[src/rtl/msg_sched_sequencer.sv]
// Message schedule sequencer: loads a 512-bit padded block and streams the
// 64 schedule words W[0..63] over a valid/ready handshake, one per round.
module msg_sched_sequencer (
    input  logic         clk,
    input  logic         rst_n,
    input  logic         start,
    input  logic         abort,
    input  logic [0:511] message_block,
    input  logic         w_ready,
    output logic         w_valid,
    output logic [0:31]  w_data,
    output logic [5:0]   w_index,
    output logic         busy,
    output logic         done
);

    typedef enum logic [1:0] {IDLE, RUN, DONE} state_t;

    state_t      state_q, state_d;
    logic [31:0] win [16];
    logic [5:0]  t_q;
    logic        load;
    logic        shift;
    logic [31:0] new_word;

    function automatic logic [31:0] sigma0(input logic [31:0] x);
        return {x[6:0], x[31:7]} ^ {x[17:0], x[31:18]} ^ {3'b000, x[31:3]};
    endfunction

    function automatic logic [31:0] sigma1(input logic [31:0] x);
        return {x[16:0], x[31:17]} ^ {x[18:0], x[31:19]} ^ {10'b0, x[31:10]};
    endfunction

    // Window taps: win[14]=W[t+14], win[9]=W[t+9], win[1]=W[t+1], win[0]=W[t]
    assign new_word = sigma1(win[14]) + win[9] + sigma0(win[1]) + win[0];

    // State register
    always_ff @(posedge clk or negedge rst_n) begin
        if (!rst_n) begin
            state_q <= IDLE;
        end else begin
            state_q <= state_d;
        end
    end

    // Next-state, datapath controls and outputs; abort wins over a handshake
    always_comb begin
        state_d = state_q;
        load    = 1'b0;
        shift   = 1'b0;
        w_valid = 1'b0;
        busy    = 1'b0;
        done    = 1'b0;
        case (state_q)
            IDLE: begin
                if (start) begin
                    load    = 1'b1;
                    state_d = RUN;
                end
            end
            RUN: begin
                w_valid = 1'b1;
                busy    = 1'b1;
                if (abort) begin
                    state_d = IDLE;
                end else if (w_ready) begin
                    if (t_q == 6'd63) begin
                        state_d = DONE;
                    end else begin
                        shift = 1'b1;
                    end
                end
            end
            DONE: begin
                busy    = 1'b1;
                done    = 1'b1;
                state_d = IDLE;
            end
            default: state_d = IDLE;
        endcase
    end

    // Window and round counter: load on start, shift on each accepted word
    always_ff @(posedge clk or negedge rst_n) begin
        if (!rst_n) begin
            for (int unsigned i = 0; i < 16; i++) begin
                win[i] <= '0;
            end
            t_q <= '0;
        end else if (load) begin
            for (int unsigned i = 0; i < 16; i++) begin
                win[i] <= message_block[32*i +: 32];
            end
            t_q <= '0;
        end else if (shift) begin
            for (int unsigned i = 0; i < 15; i++) begin
                win[i] <= win[i+1];
            end
            win[15] <= new_word;
            t_q     <= t_q + 6'd1;
        end
    end

    assign w_data  = win[0];
    assign w_index = t_q;

endmodule

[config.mk]
export PLATFORM = sky130hd
export DESIGN_NAME = msg_sched_sequencer
export DESIGN_NICKNAME = d
export VERILOG_FILES = /design/src/rtl/msg_sched_sequencer.sv
export SDC_FILE = /design/constraint.sdc
export NUM_CORES = 2
export LEC_CHECK = 0
export CORE_MARGIN = 2
export CORE_UTILIZATION = 50
export DETAILED_ROUTE_END_ITERATION = 10
export PLACE_DENSITY = 0.78
export SLEW_MARGIN = 25
export SYNTH_ARGS = -nofsm -noshare
export SYNTH_HDL_FRONTEND = slang
export SYNTH_SLANG_ARGS = --single-unit
[constraint.sdc]
create_clock -name clk -period 7.1 [get_ports clk]
set_input_delay 1.42 -clock clk [delete_from_list [all_inputs] [get_ports clk]]
set_output_delay 1.42 -clock clk [all_outputs]
set_load 0.1 [all_outputs]
==> flow_metrics.tcl <==
set metrics [dict create \
    synth_fp_nets 4040 \
    grt_pass1_vias 23865 \
    max_freq_ghz 0.2284 \
    place.gp.congestion 0.9627 \
    hpwlAfterDp_mm 75.40 \
    rsz0062_at_grt "false" \
    cp-start-kind "register" \
    setup_viol 0 \
    clkTransAtPathRegs_ns 0.06 \
    max_slew_margin 0.2387 \
    synth_edf_count 0 \
    viasPerCell 5.621 \
    crit_path_top_delay_cell "dfrtp_1" \
    drc 0 \
    cts_buffers 55 \
    synthArstFlopShare 1.000 \
    yosys_warnings 0 \
    clockRootBuffer "clkbuf_16" \
    final_net_count 4374 \
    grt_pass1_wl_mm 146.7 \
    htree_num_levels 2 \
    clock_sinks 520 \
    tightest_slew_ns 1.138 \
    synth_most_common_cell "nand2_1" \
    holdBufCountCts 0 \
    status "finished clean" \
    cts_tree "done" \
    whs_ns 0.5098 \
    die_area_um2 57910 \
    hold_class "register to register" \
    critPathMaxFanout 5 \
    ant_nets 0 \
    cap_violations 0 \
    cp_cell_sequence "xor2_1 > xnor2_1 > fa_1 > fa_1 > inv_1 > ha_1 > a211oi_2 > o21ai_0 > o211ai_1 > nand2_1 > a2bb2oi_2 > a221oi_2 > xor2_1 > o22ai_1" \
    hold_violations 0 \
    drtIter0Drc 3015 \
    area_delta_synth_final_pct 26.13 \
    netlist_area_um2 28000 \
    vias 25676 \
    synthTopCellsByArea "dfrtp_1 46%, nand2_1 14%, a31oi_1 11%" \
    routed_wl_mm 100.3 \
    arrival_ns 4.85 \
    fin_skew_ns 0.01718 \
    wire_per_inst_um 21.96 \
    final_max_slew_viol_count 0 \
    drive_gt1_frac 0.03842 \
    yosysTopAreaCell "dfrtp_1" \
    yosysSeqAreaShare 0.4648 \
    cts_resized 0 \
    synthTopCellsByCount "1019 x nand2_1, 527 x nor2_1, 520 x dfrtp_1" \
    dr.pass1.iters 7 \
    start_util 0.5072 \
    postSynthAreaPerCell_um2 8.172 \
    slowest_delay_ns 0.73 \
    crit_required_ns 7.57 \
    fin_setup_tns_ns 0 \
    postCtsSetupBuffers 0 \
    coreArea_um2 55200 \
    synth_seq_cells 520 \
    synthDominantCellAreaShare 0.4648 \
    post-route-period-util 0.6168 \
    port_buffers 557 \
    antenna_found_initial 24 \
    grt-ovfl-total 0 \
    ioPinCount 558 \
    synth_cell_types 59 \
    fillCellCount 4642 \
    worst_setup_path_end_kind "register" \
    clock_latency_ns 0.61 \
    grt_use_total 0.3415 \
    crit_type "register to register" \
    clock_path_buffers 3 \
    synthCells 3426 \
    synth-main-ff-cell "dfrtp_1" \
    period_needed_ns 4.379 \
    die_w_um 240.6 \
    num_rows 86 \
    grt_start_max_net_pins 230 \
    fp.dieH_um 240.6 \
]
==> kinds of logic (layout without fill, tap and decap cells) <==
| group | after synthesis | in the layout | synth area share |
|---|---|---|---|
| AO/OA/AOI/OAI | 628 | 628 | 0.1433 |
| XOR/XNOR | 149 | 149 | 0.04661 |
| adder cells (fa/ha/maj) | 97 | 97 | 0.05997 |
| buffers and inverters | 440 | 814 | 0.06802 |
| flip-flops | 520 | 520 | 0.4648 |
| multiplexers | 1 | 1 | 0.0004022 |
| other | 0 | 20 | 0 |
| AND/OR/NAND/NOR | 1591 | 1591 | 0.2169 |
==> worst max-delay path: cells and delay by family, from the launching register on <==
kind | cells | cell delay, ns
buffers and inverters | 1 | 0.05
AOI/OAI and AO/OA | 6 | 1.18
and+or+nand+nor | 1 | 0.22
adders and majority gates | 3 | 1.26
xor gates and xnor gates | 3 | 0.79
DFF | 1 | 0.73
==> through the flow <==
| step | setup slack, ns | cells | area [µm²] | util |
|---|---|---|---|---|
| 6_report | 2.721 | 4568 | 35320 | 0.6398 |
| 5_1_grt | 2.582 | 4564 | 35310 | 0.6396 |
| 4_1_cts | 2.870 | 4547 | 35240 | 0.6385 |
| 3_5_place_dp | 2.638 | 4450 | 33500 | 0.6068 |
| 3_3_place_gp | 2.735 | 4450 | 33510 | 0.6070 |
| 2_1_floorplan | 3.151 | 3426 | 28000 | - |
==> layout by cell type, fill, tap and decap left out, types with 6 or more instances in the layout <==
cell type,Yosys,layout
dfrtp_1,520,520
nor3_1,6,6
buf_12,0,13
a21oi_1,53,53
o21ai_0,20,20
xor2_1,58,58
clkbuf_8,0,11
ha_1,35,35
nand2_1,1019,1017
diode_2,0,20
a31oi_1,490,490
xnor2_1,91,91
clkbuf_1,177,16
buf_4,36,18
nor2_1,527,527
clkbuf_16,0,55
nand4_1,9,9
o22ai_1,7,7
fa_1,62,62
clkdlybuf4s50_1,0,552
inv_1,127,127
a21o_1,6,6
clkinv_2,0,6
nand3_1,10,10
==> area by class of cell <==
class	instances	area (µm²)	area share
multi-input cells	2466	13100	0.3709
diodes	20	50.05	0.001417
inverters	127	476.7	0.01350
flip-flops and latches	520	13010	0.3685
repair buffers	590	5995	0.1697
well taps	748	935.9	0.02650
clock buffers	82	1588	0.04496
clock inverters	15	158.9	0.004500
==> state kept, by name, indices dropped and copies added (netlist names) <==
signal   count
state_q      2
w_data      32
w_index      6
win        480
==> per-layer routing <==
layer,global-route usage,part of all wire,up-vias
li1,-,-,11898
met1,0.4708,0.41,12318
met2,0.5205,0.45,1236
met3,0.06931,0.094,212
met4,0.1592,0.047,12
met5,0,0.00081,-
==> final timing paths <==
| kind | start | end | slack (ns) | cells past startpoint |
|---|---|---|---|---|
| max in group asynchronous | rst_n | win[50] | 4.86 | 2 |
| min reg2reg | win[3] | win[3] | 0.51 | 1 |
| min | win[3] | win[3] | 0.51 | 1 |
| min in group asynchronous | rst_n | win[378] | 0.88 | 1 |
| max | win[48] | win[26] | 2.72 | 14 |
| max reg2reg | win[48] | win[26] | 2.72 | 14 |
Power is not shown: default switching activity piles up to over one toggle a cycle in this logic, so the estimate is an artifact.
